### config.mk
export PLATFORM = sky130hd
export DESIGN_NAME = pll_lock_sequencer
export DESIGN_NICKNAME = d
export VERILOG_FILES = /design/src/rtl/pll_seq_pkg.sv /design/src/rtl/sync_ff.sv /design/src/rtl/pll_lock_sequencer.sv
export SDC_FILE = /design/constraint.sdc
export NUM_CORES = 1
export LEC_CHECK = 0
export CAP_MARGIN = 40
export CORE_MARGIN = 4
export CORE_UTILIZATION = 45
export DETAILED_ROUTE_END_ITERATION = 8
export DONT_BUFFER_PORTS = 1
export HOLD_SLACK_MARGIN = 0.02
export PLACE_DENSITY = 0.61
export SYNTH_ARGS = -nofsm -noshare
export SYNTH_HDL_FRONTEND = slang
export SYNTH_SLANG_ARGS = --single-unit
### constraint.sdc
create_clock -name clk -period 2.5 [get_ports clk]
set_clock_uncertainty 0.15 [all_clocks]
set_input_delay 0.5 -clock clk [delete_from_list [all_inputs] [get_ports clk]]
set_output_delay 0.5 -clock clk [all_outputs]
set_load 0.005 [all_outputs]
### src/rtl/pll_seq_pkg.sv
// Shared definitions for the PLL lock sequencer: state encoding, widths, helpers.
package pll_seq_pkg;

  localparam int STATE_W    = 3;
  localparam int LOST_CNT_W = 8;

  // state     | meaning
  // WAIT_LOCK | PLL not locked (or lock just lost); downstream held in reset
  // STABLE    | lock seen, qualifying that it stays high
  // RST_HOLD  | lock qualified, downstream reset still held
  // POWERUP   | downstream reset released, PSRAM power-up wait running
  // READY     | memory path ready; stays here while locked
  typedef enum logic [STATE_W-1:0] {
    WAIT_LOCK = 3'd0,
    STABLE    = 3'd1,
    RST_HOLD  = 3'd2,
    POWERUP   = 3'd3,
    READY     = 3'd4
  } pll_state_e;

  // Largest of three cycle counts; sizes the shared phase counter.
  function automatic int max3(input int a, input int b, input int c);
    int m;
    m = (a > b) ? a : b;
    return (m > c) ? m : c;
  endfunction

endpackage

### src/rtl/sync_ff.sv
// Multi-flop synchronizer that brings the asynchronous PLL lock flag into clk.
module sync_ff #(
  parameter int STAGES = 2
) (
  input  logic clk,
  input  logic rst,
  input  logic d_i,
  output logic q_o
);

  logic [STAGES-1:0] sync_q;

  // Shift the async input through the chain; cleared by reset so lock reads low.
  always_ff @(posedge clk) begin
    if (rst) begin
      sync_q <= '0;
    end else begin
      sync_q <= {sync_q[STAGES-2:0], d_i};
    end
  end

  assign q_o = sync_q[STAGES-1];

endmodule

### src/rtl/pll_lock_sequencer.sv
// Qualifies PLL lock, sequences the clk-domain reset and the PSRAM power-up wait.
// Any lock loss after qualification restarts the whole sequence and is counted.
module pll_lock_sequencer
  import pll_seq_pkg::*;
#(
  parameter int SYNC_STAGES     = 2,
  parameter int STABLE_CYCLES   = 1024,
  parameter int RST_HOLD_CYCLES = 16,
  parameter int POWERUP_CYCLES  = 12150
) (
  input  logic                  clk,
  input  logic                  rst,
  input  logic                  pll_lock,
  output logic                  rst_o,
  output logic                  powerup_done,
  output logic [LOST_CNT_W-1:0] lock_lost_cnt,
  output logic [STATE_W-1:0]    state_o
);

  localparam int CNT_MAX = max3(STABLE_CYCLES, RST_HOLD_CYCLES, POWERUP_CYCLES);
  localparam int CNT_W   = $clog2(CNT_MAX + 1);

  // Terminal counts: the counter starts at 0 on state entry, so the last
  // cycle of a phase is reached when it holds N-1.
  localparam logic [CNT_W-1:0] STABLE_TC  = CNT_W'(STABLE_CYCLES - 1);
  localparam logic [CNT_W-1:0] RST_HOLD_TC = CNT_W'(RST_HOLD_CYCLES - 1);
  localparam logic [CNT_W-1:0] POWERUP_TC = CNT_W'(POWERUP_CYCLES - 1);

  logic                  lock_s;
  pll_state_e            state_q, state_d;
  logic [CNT_W-1:0]      cnt_q, cnt_d;
  logic [LOST_CNT_W-1:0] lost_q, lost_d;
  logic                  rst_o_q, rst_o_d;
  logic                  pd_q, pd_d;

  sync_ff #(
    .STAGES(SYNC_STAGES)
  ) u_lock_sync (
    .clk (clk),
    .rst (rst),
    .d_i (pll_lock),
    .q_o (lock_s)
  );

  // Register state, shared counter, loss counter and the registered outputs.
  always_ff @(posedge clk) begin
    if (rst) begin
      state_q <= WAIT_LOCK;
      cnt_q   <= '0;
      lost_q  <= '0;
      rst_o_q <= 1'b1;
      pd_q    <= 1'b0;
    end else begin
      state_q <= state_d;
      cnt_q   <= cnt_d;
      lost_q  <= lost_d;
      rst_o_q <= rst_o_d;
      pd_q    <= pd_d;
    end
  end

  // Next state, counter and loss count; outputs derived from the next state so
  // they change on the same edge as the state register.
  always_comb begin
    state_d = state_q;
    cnt_d   = cnt_q + CNT_W'(1);
    lost_d  = lost_q;

    case (state_q)
      WAIT_LOCK: begin
        if (lock_s) state_d = STABLE;
      end
      STABLE: begin
        // A drop before qualification is treated as a glitch, not a loss.
        if (!lock_s)                 state_d = WAIT_LOCK;
        else if (cnt_q == STABLE_TC) state_d = RST_HOLD;
      end
      RST_HOLD, POWERUP, READY: begin
        if (!lock_s) begin
          state_d = WAIT_LOCK;
          if (lost_q != '1) lost_d = lost_q + LOST_CNT_W'(1);
        end else if (state_q == RST_HOLD && cnt_q == RST_HOLD_TC) begin
          state_d = POWERUP;
        end else if (state_q == POWERUP && cnt_q == POWERUP_TC) begin
          state_d = READY;
        end
      end
      default: state_d = WAIT_LOCK;
    endcase

    // Counter is idle in WAIT_LOCK/READY and restarts from 0 on every change.
    if (state_d != state_q || state_q == WAIT_LOCK || state_q == READY) begin
      cnt_d = '0;
    end

    rst_o_d = (state_d != POWERUP) && (state_d != READY);
    pd_d    = (state_d == READY);
  end

  assign rst_o         = rst_o_q;
  assign powerup_done  = pd_q;
  assign lock_lost_cnt = lost_q;
  assign state_o       = state_q;

endmodule

==> impl_metrics.toml <==
[grt]
grt_remaining_overflow = 0
grt_max_degree = 16
grt_pass1_wl_um = 5510
grt_usage = 0.158
antenna_found_initial = 0
grt_pass1_vias = 1199

[clock_network]
worstSkewPairLatency_ps = 320
clk_pin_slew_ps = 90
cts_made_buffers = 5
clockBufferDepth = 2
cts_root_buffer = "clkbuf_4"
htreeDepth = 2
post_cts_buffers = 0
ctsResizeCount = 0
cts_hold_buf = 0
cts_tree = "done"
cts.sinks = 29

[sta]
hold_viol_final = 0
rsz0062_at_grt = "no"
max_freq_ghz = 0.455
relSlewSlack = 0.535
setup_violations = 0
worstMarginPinSlew_ps = 696
finalMaxSlewViolations = 0
setup_tns_ps = 0
timing.final.crit_share = 0.878
period_needed_ps = 2200

[drt]
drc = 0
wl_um = 3310
viasPerCell = 6.10
initialDrtViolationCount = 122
postRouteAntennaNets = 0
vias = 1293
wire_per_inst_um = 15.6
dr.pass1.iters = 4

[floorplan]
die-width_um = 68.0
io_pins = 16
die_h_um = 68.0
start_util = 0.475
fp-row-count = 21
coreArea_um2 = 3420
dieArea_um2 = 4630

[synth]
synth_cell_types = 48
synth_edf_count = 0
avgSynthCellArea_um2 = 9.77
yosysSeqAreaShare = 0.358
synth_top_area_share = 0.358
synth_top_area_cell = "dfxtp_1"
ys_ff_latch = 29
synth_nets = 172
synthFlopType = "dfxtp_1"
syn_inst = 166
ys_async_sr_fraction = 0
synth_area_leaders = "dfxtp_1 (36%), nor4_2 (7.7%), xor2_1 (3.8%)"
synthesis.area_um2 = 1620
yosysWarnings = 0

[layout]
final_common_cell = "dfxtp_1"
final_layout_size_suffix_gt1_frac = 0.175
antennaDiodeCount = 0
utilization = 0.490
final_nets = 173
final_cell_mix = "dfxtp_1 (29), nand3_1 (11), nor4_2 (10)"
fill_cells = 333
areaGrowthSynthToFinish_pct = 3.16

[worst_setup_path]
cp-start-kind = "flop"
cp-end-kind = "flop"
required_ps = 2540
reg2reg_depth = 6
r2r_slack_ps = 300
crit_fanout = 14
r2r-end = "cnt_q[5]"
cp_data_arrival_time_ps = 2240
reg2reg_from = "cnt_q[0]"
crit_type = "flop to flop"

[worst_hold_path]
hold_start = "rst"
hold_end = "lock_lost_cnt[3]"
whs_path_depth = 1
hold_class = "primary input to flop"

[outcome]
status = "finished clean"

[power]
peakVddDrop_uv = 233
p_leak_uw = 0.000533
power_density_nw_per_um2 = 431

[place]
place_congestion = 0.771
portBuffers = 0
hpwl_um = 2350

[flow_run]
cap_violations = 0
## Yosys cell counts, drive strengths merged, types with 2 or more instances
library cell and instances:
o21ai 5, and2 3, inv 2, nand3 11, a21oi 8, and3 5, dfxtp 29, buf 6
nor2 6, o31ai 3, nor2b 3, nand2 7, or4 3, xnor2 5, nor3 2, and4 4
nor4 18, xor2 7, clkbuf 2, a41o 2, o21bai 3, nor3b 3, mux2 2, nand4b 2
or3 4, ha 3, o41ai 2, nand4 6
## cell type report
class	instances	area [um^2]	share of cell area
inverter	2	7.51	0.00449
tap	46	57.6	0.0344
timing repair buffer	2	15.0	0.00898
clock inverter	1	5.00	0.00299
clock buffer	5	37.5	0.0224
sequential	29	581	0.347
multi-input combinational	127	970	0.580
## cell families after synthesis
logic type | count (synthesis) | share of synthesized area
and+or+nand+nor | 79 | 0.348
adders and majority gates | 3 | 0.0232
muxes | 2 | 0.0139
buffers and inverters | 10 | 0.0440
AOI/OAI and AO/OA | 31 | 0.148
DFF | 29 | 0.358
xor gates and xnor gates | 12 | 0.0648
## worst max path at each step
stage	end	from	cells after the start	slack, ps
floorplan	cnt_q[10]	cnt_q[0]	7	530
global placement	cnt_q[2]	cnt_q[0]	6	420
detailed placement	cnt_q[4]	cnt_q[0]	6	340
CTS	cnt_q[5]	cnt_q[0]	6	310
global route	cnt_q[4]	cnt_q[0]	6	190
finish	cnt_q[5]	cnt_q[0]	6	300
## worst max-delay path: stages (launching register included)
cell     delay [ps]
dfxtp_1         420
ha_1            230
nand3_1         180
o41ai_1         540
and3_1          230
buf_4           230
nor4_1           90
## flip-flops by register name (all words and copies together), names as in the netlist
signal and count:
u_lock_sync.sync_q 2, powerup_done 1, cnt_q 14, rst_o 1
state_o 3, lock_lost_cnt 8
## layer usage
layer  part of all wire  GRT usage  up-vias  wire [um]
met2               0.45      0.230       31       1490
met4              0.011     0.0571        0         35
met3              0.053     0.0525        5        177
met1               0.49      0.216      613       1610
met5                  0          0        -          0
li1                   -          -      644          -
## metrics by stage
| stage | hold slack [ps] | worst slack, ps | total power [uW] | cells | area (um^2) |
|---|---|---|---|---|---|
| global placement | 268 | 421 | 482 | 206 | 1630 |
| global route | 65.9 | 191 | 749 | 212 | 1670 |
| floorplan | 264 | 531 | 483 | 166 | 1620 |
| finish | 87.2 | 304 | 721 | 212 | 1670 |
| detailed placement | 281 | 341 | 482 | 206 | 1630 |
| CTS | 67.0 | 311 | 731 | 212 | 1670 |
## where the power goes
group	switching, uW	internal, uW
clock	152	97.3
sequential	1.95	463
combinational	3.31	3.36
(Power assumes the default switching activity.)
